## src/rtl/pipe_hazard_unit.sv

```systemverilog
// Scoreboard hazard/forwarding controller for a 5-stage pipeline; outputs are combinational (0-cycle), shadow state updates each edge.
// Backpressure: stall_o holds PC and IF/ID; bubble_o/flush_o squash. Optional forwarding is compiled in with `define HAZ_FWD_EN.
module pipe_hazard_unit #(
    parameter int REG_ADDR_W = 5,
    parameter int CNT_W      = 16
) (
    input  logic                  clk_i,
    input  logic                  rst_i,
    input  logic                  id_valid_i,
    input  logic [REG_ADDR_W-1:0] id_rs_i,
    input  logic [REG_ADDR_W-1:0] id_rt_i,
    input  logic                  id_use_rs_i,
    input  logic                  id_use_rt_i,
    input  logic                  id_wr_i,
    input  logic [REG_ADDR_W-1:0] id_rd_i,
    input  logic                  id_load_i,
    input  logic                  br_taken_i,
    output logic                  stall_o,
    output logic                  bubble_o,
    output logic                  flush_o,
    output logic [1:0]            fwd_a_o,
    output logic [1:0]            fwd_b_o,
    output logic [CNT_W-1:0]      stall_cnt_o,
    output logic [CNT_W-1:0]      flush_cnt_o
);

    typedef struct packed {
        logic                  vld;
        logic                  wr;
        logic [REG_ADDR_W-1:0] rd;
        logic                  load;
        logic [REG_ADDR_W-1:0] rs;
        logic [REG_ADDR_W-1:0] rt;
        logic                  use_rs;
        logic                  use_rt;
    } ex_t;

    typedef struct packed {
        logic                  vld;
        logic                  wr;
        logic [REG_ADDR_W-1:0] rd;
        logic                  load;
    } mem_t;

    typedef struct packed {
        logic                  vld;
        logic                  wr;
        logic [REG_ADDR_W-1:0] rd;
    } wb_t;

    ex_t              r_ex;
    mem_t             r_mem;
    wb_t              r_wb;
    logic [CNT_W-1:0] r_stall_cnt;
    logic [CNT_W-1:0] r_flush_cnt;

    logic       w_hit_ex;
    logic       w_hit_mem;
    logic       w_hit_wb;
    logic       w_stall_raw;
    logic       w_stall;
    logic       w_flush;
    logic       w_bubble;
    logic [1:0] w_fwd_a;
    logic [1:0] w_fwd_b;

    // Register 0 is hardwired, so a write to it is never a producer.
    function automatic logic f_match(input logic vld, input logic wr,
                                     input logic [REG_ADDR_W-1:0] rd,
                                     input logic [REG_ADDR_W-1:0] r);
        return vld & wr & (rd == r) & (r != '0);
    endfunction

    assign w_hit_ex  = id_valid_i &
                       ((id_use_rs_i & f_match(r_ex.vld, r_ex.wr, r_ex.rd, id_rs_i)) |
                        (id_use_rt_i & f_match(r_ex.vld, r_ex.wr, r_ex.rd, id_rt_i)));
    assign w_hit_mem = id_valid_i &
                       ((id_use_rs_i & f_match(r_mem.vld, r_mem.wr, r_mem.rd, id_rs_i)) |
                        (id_use_rt_i & f_match(r_mem.vld, r_mem.wr, r_mem.rd, id_rt_i)));
    assign w_hit_wb  = id_valid_i &
                       ((id_use_rs_i & f_match(r_wb.vld, r_wb.wr, r_wb.rd, id_rs_i)) |
                        (id_use_rt_i & f_match(r_wb.vld, r_wb.wr, r_wb.rd, id_rt_i)));

`ifdef HAZ_FWD_EN
    assign w_stall_raw = w_hit_ex & r_ex.load;

    // EX/MEM wins over MEM/WB; a load in EX/MEM has no data yet.
    always_comb begin
        w_fwd_a = 2'b00;
        w_fwd_b = 2'b00;
        if (r_ex.use_rs && !r_mem.load && f_match(r_mem.vld, r_mem.wr, r_mem.rd, r_ex.rs))
            w_fwd_a = 2'b10;
        else if (r_ex.use_rs && f_match(r_wb.vld, r_wb.wr, r_wb.rd, r_ex.rs))
            w_fwd_a = 2'b01;
        if (r_ex.use_rt && !r_mem.load && f_match(r_mem.vld, r_mem.wr, r_mem.rd, r_ex.rt))
            w_fwd_b = 2'b10;
        else if (r_ex.use_rt && f_match(r_wb.vld, r_wb.wr, r_wb.rd, r_ex.rt))
            w_fwd_b = 2'b01;
    end
`else
    // The register file writes on the edge, so a WB-stage producer still blocks.
    assign w_stall_raw = w_hit_ex | w_hit_mem | w_hit_wb;
    assign w_fwd_a     = 2'b00;
    assign w_fwd_b     = 2'b00;

    logic w_unused_nofwd;
    assign w_unused_nofwd = ^{r_ex.rs, r_ex.rt, r_ex.use_rs, r_ex.use_rt, r_mem.load};
`endif

    assign w_flush  = rst_i & br_taken_i;
    assign w_stall  = rst_i & w_stall_raw & ~w_flush;
    assign w_bubble = w_stall | w_flush;

    assign stall_o     = w_stall;
    assign bubble_o    = w_bubble;
    assign flush_o     = w_flush;
    assign fwd_a_o     = rst_i ? w_fwd_a : 2'b00;
    assign fwd_b_o     = rst_i ? w_fwd_b : 2'b00;
    assign stall_cnt_o = r_stall_cnt;
    assign flush_cnt_o = r_flush_cnt;

    always_ff @(posedge clk_i) begin
        if (!rst_i) begin
            r_ex        <= '0;
            r_mem       <= '0;
            r_wb        <= '0;
            r_stall_cnt <= '0;
            r_flush_cnt <= '0;
        end else begin
            r_wb.vld <= r_mem.vld;
            r_wb.wr  <= r_mem.wr;
            r_wb.rd  <= r_mem.rd;

            if (w_flush) begin
                r_mem <= '0;
            end else begin
                r_mem.vld  <= r_ex.vld;
                r_mem.wr   <= r_ex.wr;
                r_mem.rd   <= r_ex.rd;
                r_mem.load <= r_ex.load;
            end

            if (w_bubble || !id_valid_i) begin
                r_ex <= '0;
            end else begin
                r_ex.vld    <= 1'b1;
                r_ex.wr     <= id_wr_i;
                r_ex.rd     <= id_rd_i;
                r_ex.load   <= id_load_i;
                r_ex.rs     <= id_rs_i;
                r_ex.rt     <= id_rt_i;
                r_ex.use_rs <= id_use_rs_i;
                r_ex.use_rt <= id_use_rt_i;
            end

            if (w_stall && r_stall_cnt != {CNT_W{1'b1}})
                r_stall_cnt <= r_stall_cnt + CNT_W'(1);
            if (w_flush && r_flush_cnt != {CNT_W{1'b1}})
                r_flush_cnt <= r_flush_cnt + CNT_W'(1);
        end
    end

endmodule

```

## config.mk

```make
export PLATFORM = sky130hd
export DESIGN_NAME = pipe_hazard_unit
export DESIGN_NICKNAME = d
export VERILOG_FILES = /design/src/rtl/pipe_hazard_unit.sv
export SDC_FILE = /design/constraint.sdc
export NUM_CORES = 1
export LEC_CHECK = 0
export CAP_MARGIN = 5
export CORE_MARGIN = 5
export CORE_UTILIZATION = 49
export CTS_CLUSTER_SIZE = 40
export DETAILED_ROUTE_END_ITERATION = 16
export PLACE_DENSITY_LB_ADDON = 0.3
export SLEW_MARGIN = 10
export SYNTH_ARGS = -nofsm -noshare
export SYNTH_HDL_FRONTEND = slang
export SYNTH_SLANG_ARGS = --single-unit
```

## constraint.sdc

```tcl
create_clock -name clk_i -period 2.5 [get_ports clk_i]
set_clock_uncertainty 0.2 [all_clocks]
set_input_delay 0.5 -clock clk_i [delete_from_list [all_inputs] [get_ports clk_i]]
set_output_delay 0.5 -clock clk_i [all_outputs]
set_load 0.02 [all_outputs]
```

==> flow_metrics.env, run 1 <==
export IMPL_cts_tree="yes"
export IMPL_clockBufferDepth=2
export IMPL_end_kind="output port"
export IMPL_cp_arrival_ps=1800
export IMPL_critPathLaunchType="primary input"
export IMPL_core_area_um2=5140
export IMPL_place_congestion=0.878
export IMPL_fin_nets=402
export IMPL_fin_crit_sh_pct=100
export IMPL_ys_seq_elements=53
export IMPL_p_comb_share_pct=10.0
export IMPL_grt_usage_pct=19.4
export IMPL_synthCells=283
export IMPL_cp_depth=8
export IMPL_grt_pass1_wl_mm=11.1
export IMPL_worst_r2r_cell_count=9
export IMPL_drive_gt1_share_pct=22.2
export IMPL_p_clk_share_pct=36.6
export IMPL_fin_crit_ps=2500
export IMPL_io_buffer_count=56
export IMPL_drtPass1Iterations=4
export IMPL_path_clk_slew_ps=90
export IMPL_power_switching_share_pct=23.7
export IMPL_synth_common_cells="dfxtp_1 (53), and2_1 (31), xor2_1 (26)"
export IMPL_hold_viol_final=0
export IMPL_clk_latency_ps=310
export IMPL_die_h_um=82.8
export IMPL_drc=0
export IMPL_grt_overflow=0
export IMPL_h_tree_depth=2
export IMPL_ios=62
export IMPL_max_cap_violations=0
export IMPL_diodes=0
export IMPL_num_vias=2384
export IMPL_routedWlPerCell_um=14.9
export IMPL_slew_viol_final=0
export IMPL_rows=26
export IMPL_path_class="primary input to output port"
export IMPL_cp_top_family="simple AND/OR/NAND/NOR gates"
export IMPL_cts_sinks=53
export IMPL_power_uw=1620
export IMPL_critPathMaxStageDelay_ps=320
export IMPL_grt_pass1_vias=2329
export IMPL_initial_core_util_pct=50.6
export IMPL_outcome="finished, violations left"
export IMPL_worstPathCellList="buf_2 > xor2_1 > nor4_2 > a22oi_2 > a21oi_2 > nor2_4 > nor2_1 > buf_4"
export IMPL_yosysSeqAreaShare_pct=40.8
export IMPL_rsz0062_at_grt="yes"
export IMPL_crit_fanout=4
export IMPL_dp_hpwl_mm=4.78
export IMPL_timing_fmax_mhz=400
export IMPL_switchingPower_uw=383
export IMPL_power_density_nw_per_um2=440
export IMPL_fillers=410
export IMPL_synth_top_area_share_pct=40.8
export IMPL_syn_to_final_growth_pct=41.3
export IMPL_antenna_found_initial=0
export IMPL_intPower_uw=1240
export IMPL_setup_viol=1
export IMPL_cts_root_buffer="clkbuf_8"
export IMPL_dieArea_um2=6860
export IMPL_drt_iter0_drc=153
export IMPL_syn_area_um2=2600
export IMPL_hold_path_depth=1
export IMPL_synth_flop_cell="dfxtp_1"
export IMPL_violations="negative setup slack"
export IMPL_tns_ps=-2.13
export IMPL_vdd_ir_drop_worst_mv=0.266
export IMPL_power_leakage_uw=0.00141
export IMPL_cts_made_buffers=5
export IMPL_setup_slack_ps=-2.13
export IMPL_grt_max_degree=27
export IMPL_hp_class="flop to flop"
export IMPL_yosysUniqueCellTypes=42
export IMPL_synth_warnings=0
export IMPL_critPathSlowestCell="nor4_2"
export IMPL_yosysMostFrequentCell="dfxtp_1"
export IMPL_synth_edf_count=0
export IMPL_drtAntennaViolNets=0
export IMPL_syn_area_per_cell_um2=9.19
export IMPL_async_reset_ff_share_pct=0
export IMPL_wirelength_mm=6.70
export IMPL_p_seq_share_pct=53.5
export IMPL_synth_area_leaders="dfxtp_1 (41%), xor2_1 (8.8%), and2_1 (7.5%)"
export IMPL_crit_buf_inv=2
export IMPL_routed_via_density=5.32
export IMPL_yosys_area_top_type="dfxtp_1"
export IMPL_cp_data_required_time_ps=1800
export IMPL_die_w_um=82.8
-- through the flow --
stage | hold WS (ps) | setup slack (ps) | utilization [%] | instance area, um^2 | std cells
6_report | 283 | -2.13 | 71.5 | 3670 | 448
5_1_grt | 312 | -129 | 71.5 | 3670 | 448
4_1_cts | 286 | -19.2 | 70.9 | 3640 | 446
3_5_place_dp | 263 | -1040 | 67.2 | 3460 | 437
3_3_place_gp | 265 | -876 | 67.2 | 3460 | 437
2_1_floorplan | 230 | 157 | - | 2610 | 286
-- area by class of cell --
class / count / area, um^2 / share of cell area (%)
Timing Repair Buffer: 95 / 836 / 22.7
Clock inverter: 3 / 43.8 / 1.19
Clock buffer: 5 / 68.8 / 1.87
Multi-Input combinational cell: 217 / 1560 / 42.3
Inverter: 5 / 18.8 / 0.511
Sequential cell: 53 / 1060 / 29.0
Tap cell: 70 / 87.6 / 2.38
-- power by group through the flow --
stage          combinational, uW  clock (uW)  sequential, uW
6_report                     161         592             865
5_1_grt                      172         643             867
4_1_cts                      159         604             865
3_5_place_dp                 153           0             884
3_3_place_gp                 152           0             884
2_1_floorplan               67.4           0             886
-- flip-flops by register name, indices dropped and copies added, names as in the netlist --
register / cells
flush_cnt_o: 16
stall_cnt_o: 16
r_ex: 7
r_mem: 7
r_wb: 7
-- path summary, 6_finish.rpt --
check	startpoint	to	slack, ps
worst max-delay path	id_rt_i[2]	stall_o	-2
worst max register to register	r_ex[15]$_SDFF_PP0_	stall_cnt_o[5]$_SDFFE_PN0P_	80
worst min register to register	r_ex[18]$_SDFF_PP0_	r_mem[6]$_SDFF_PP0_	280
worst min-delay path	r_ex[18]$_SDFF_PP0_	r_mem[6]$_SDFF_PP0_	280
-- cell families (layout without fill, tap and decap cells) --
logic type	count (synthesis)	count (layout)	share of synthesized area [%]
AND/OR/NAND/NOR	127	127	28.4
flip-flops	53	53	40.8
XOR/XNOR	39	39	13.1
AO/OA/AOI/OAI	38	39	10.3
buffers and inverters	17	108	3.85
multiplexers	6	6	2.31
adder cells (fa/ha/maj)	2	2	0.962
other	1	4	0.144
-- layer usage --
layer | GRT usage [%] | vias up | part of all wire [%]
met3 | 4.36 | 8 | 4.2
met1 | 23.6 | 1131 | 43
met2 | 33.7 | 65 | 51
met5 | 0 | - | 0
li1 | - | 1180 | -
met4 | 6.09 | 0 | 1.2
-- cells in the final DEF (no fill, tap or decap), types with 2 or more instances in the layout --
cell and count:
dfxtp_1 50, clkdlybuf4s50_1 41, buf_4 37, and2_1 31, xor2_1 25, nand2_1 21
nand3_1 16, xnor2_1 13, o21ai_0 9, nor2_1 8, or3_1 8, nand4_1 7
buf_6 7, buf_2 7, nor4_2 6, mux2i_1 6, nor3_1 6, a21boi_1 6
inv_1 5, o31ai_1 5, clkbuf_8 5, nor4_1 4, conb_1 4, and4_1 3
a21boi_0 3, o211ai_1 3, nand2b_1 3, or4_1 3, dfxtp_2 3, or4_4 2
o21ai_2 2, o21ai_4 2, nand4_2 2, nor2b_1 2, o31a_1 2, o21a_1 2
ha_1 2
-- worst register-to-register path, cell delays in order, from the launching register on --
cell and delay, ps:
dfxtp_1 360, xor2_1 180, nor4_1 270, nand3_1 170
a31oi_4 230, buf_4 140, buf_4 130, o21ai_4 80
or4_1 480, a21boi_1 140
-- timing repair --
item                       in CTS  in global routing
gates cloned                    0                  1
setup endpoints to repair      36                 11
hold endpoints to repair        0                  0
pin swaps                      18                  5
hold buffers                    0                  0
buffers inserted                1                  1
resized for setup              85                  4
Note: power is estimated with default switching activity, not from simulation.
==> run 2, diff against run 1 <==
- CELL_PAD_IN_SITES_DETAIL_PLACEMENT: default -> 1
- CELL_PAD_IN_SITES_GLOBAL_PLACEMENT: default -> 2
- CORE_UTILIZATION: 49 -> 37
- DONT_BUFFER_PORTS: default -> 1
==> run 2 against run 1 <==
- design area fell by 15%
- wire length fell by 1.1%
- sequential power barely moved
- register-to-register slack got worse by 60 ps
- the flow still finishes with violations (negative setup slack)
- setup slack got worse by 43 ps
- count of clock-buffer cells in the layout did not move
- sequential share of layout area rose by 5.2 points
- combinational power fell by 49%
- critical path type is now flop to output port
- final cell count fell by 7.1%
- fmax fell by 1.7%
- clock power fell by 12%
==> flow_metrics.env, run 2 (synthesis results as in run 1) <==
export IMPL_cts_sinks=53
export IMPL_power_leakage_uw=0.00120
export IMPL_cts_hold_buf=0
export IMPL_final_cell_mix="dfxtp_1 (47), buf_4 (36), and2_1 (31), xor2_1 (26), nand2_1 (20)"
export IMPL_power_density_nw_per_um2=469
export IMPL_syn_to_final_growth_pct=20.2
export IMPL_die_w_um=93.8
export IMPL_drtPass1Iterations=4
export IMPL_place_congestion=0.877
export IMPL_routed_via_density=5.17
export IMPL_cp_data_required_time_ps=1800
export IMPL_hold_end="r_ex[18]$_SDFF_PP0_"
export IMPL_rr_startpoint="r_ex[18]$_SDFF_PP0_"
export IMPL_cts_tree="yes"
export IMPL_clockBufferDepth=2
export IMPL_setup_slack_ps=-45.3
export IMPL_dpl_worst_slack_ps=-146
export IMPL_power_uw=1470
export IMPL_cp_arrival_ps=1850
export IMPL_violations="negative setup slack"
export IMPL_fin_nets=344
export IMPL_drt_iter0_drc=52
export IMPL_switchingPower_uw=368
export IMPL_slew_viol_final=0
export IMPL_dp_hpwl_mm=5.00
export IMPL_path_clk_slew_ps=100
export IMPL_critPathSlowestCell="nor4_2"
export IMPL_worstPathCellList="nand4_1 > nor4_2 > nand3_1 > a31oi_4 > nor2_4 > nor2_2 > buf_6"
export IMPL_antenna_found_initial=0
export IMPL_initial_core_util_pct=38.1
export IMPL_routedWlPerCell_um=15.9
export IMPL_ios=62
export IMPL_power_switching_share_pct=25.1
export IMPL_hold_viol_final=0
export IMPL_cts_made_buffers=5
export IMPL_die_h_um=93.8
export IMPL_outcome="finished, violations left"
export IMPL_crit_fanout=4
export IMPL_fin_crit_sh_pct=102
export IMPL_drtAntennaViolNets=0
export IMPL_grt_overflow=0
export IMPL_final_common_cell="dfxtp_1"
export IMPL_hold_path_depth=1
export IMPL_worst_r2r_cell_count=9
export IMPL_stdcell_area_um2=3130
export IMPL_grt_usage_pct=15.5
export IMPL_vdd_ir_drop_worst_mv=0.276
export IMPL_whs_ps=99.0
export IMPL_critPathMaxStageDelay_ps=340
export IMPL_wirelength_mm=6.62
export IMPL_setup_viol=1
export IMPL_grt_max_degree=49
export IMPL_fin_crit_ps=2550
export IMPL_p_comb_share_pct=5.6
export IMPL_grt_pass1_vias=2163
export IMPL_drive_gt1_share_pct=21.6
export IMPL_hp_class="primary input to flop"
export IMPL_rows=30
export IMPL_path_class="flop to output port"
export IMPL_p_clk_share_pct=35.5
export IMPL_p_seq_share_pct=58.9
export IMPL_drc=0
export IMPL_diodes=0
export IMPL_intPower_uw=1100
export IMPL_grt_pass1_wl_mm=10.7
export IMPL_dieArea_um2=8800
export IMPL_cts_root_buffer="clkbuf_8"
export IMPL_core_area_um2=6830
export IMPL_h_tree_depth=2
export IMPL_end_kind="output port"
export IMPL_rsz0062_at_grt="yes"
export IMPL_dpl_instance_area_um2=2920
export IMPL_timing_fmax_mhz=393
export IMPL_critPathLaunchType="flop"
export IMPL_max_cap_violations=0
export IMPL_hp_start="id_wr_i"
export IMPL_clk_latency_ps=320
export IMPL_r2r_end="stall_cnt_o[9]$_SDFFE_PN0P_"
export IMPL_num_vias=2149
export IMPL_io_buffer_count=0
export IMPL_reg2reg_slack_ps=20
-- run 2: how the worst max path moves through the flow --
stage | start | end | slack, ps
floorplan | rst_i | stall_o | 160
global placement | id_rt_i[4] | stall_cnt_o[5]$_SDFFE_PN0P_ | -90
detailed placement | id_rt_i[4] | stall_cnt_o[5]$_SDFFE_PN0P_ | -150
CTS | r_wb[2]$_SDFF_PN0_ | stall_o | -80
global route | r_ex[18]$_SDFF_PP0_ | stall_o | -150
finish | r_ex[18]$_SDFF_PP0_ | stall_o | -50
-- run 2: layout make-up --
type                    instances  area, um^2
clock buffers                   5        68.8
clock inverters                 3        26.3
fillers                       804        3710
inverters                       5        18.8
multi-input cells             216        1520
flip-flops and latches         53        1070
well taps                      96         120
repair buffers                 38         302
-- run 2: what timing repair did --
action / 4_1_cts / 5_1_grt
endpoints found under the hold margin: 0 / 0
gates resized for setup: 9 / 10
endpoints found under the setup margin: 3 / 8
pin swaps: 9 / 10
buffers inserted: 3 / 1
-- run 2: through the flow --
| step | instances | setup TNS (ps) | util [%] |
|---|---|---|---|
| 5_1_grt | 416 | -401 | 45.8 |
| 3_3_place_gp | 404 | -356 | 42.7 |
| 4_1_cts | 415 | -147 | 45.1 |
| 6_report | 416 | -45.3 | 45.8 |
| 3_5_place_dp | 404 | -568 | 42.7 |
| 2_1_floorplan | 286 | 0 | - |
-- run 2: layer usage --
layer / global-route usage, % / vias to the layer above / wire [um]
met3: 4.89 / 10 / 439
li1: - / 1058 / -
met2: 26.1 / 37 / 3300
met4: 5.42 / 0 / 81
met1: 18.4 / 1044 / 2800
met5: 0 / - / 0
-- run 2: worst max-delay path, delay by kind of cell (launching register included) --
family / cells / cell delay [ps]
AND/OR/NAND/NOR: 5 / 830
buffers and inverters: 1 / 120
flip-flops: 1 / 330
AO/OA/AOI/OAI: 1 / 250
-- run 2: power groups by stage --
stage                     registers [uW]  logic (uW)  clock network (uW)
after global routing                 864        90.4                 569
after global placement               881        75.8                   0
after floorplan                      886        67.4                   0
final                                863        81.9                 521
after CTS                            862        80.2                 544
after detailed placement             882        77.6                   0
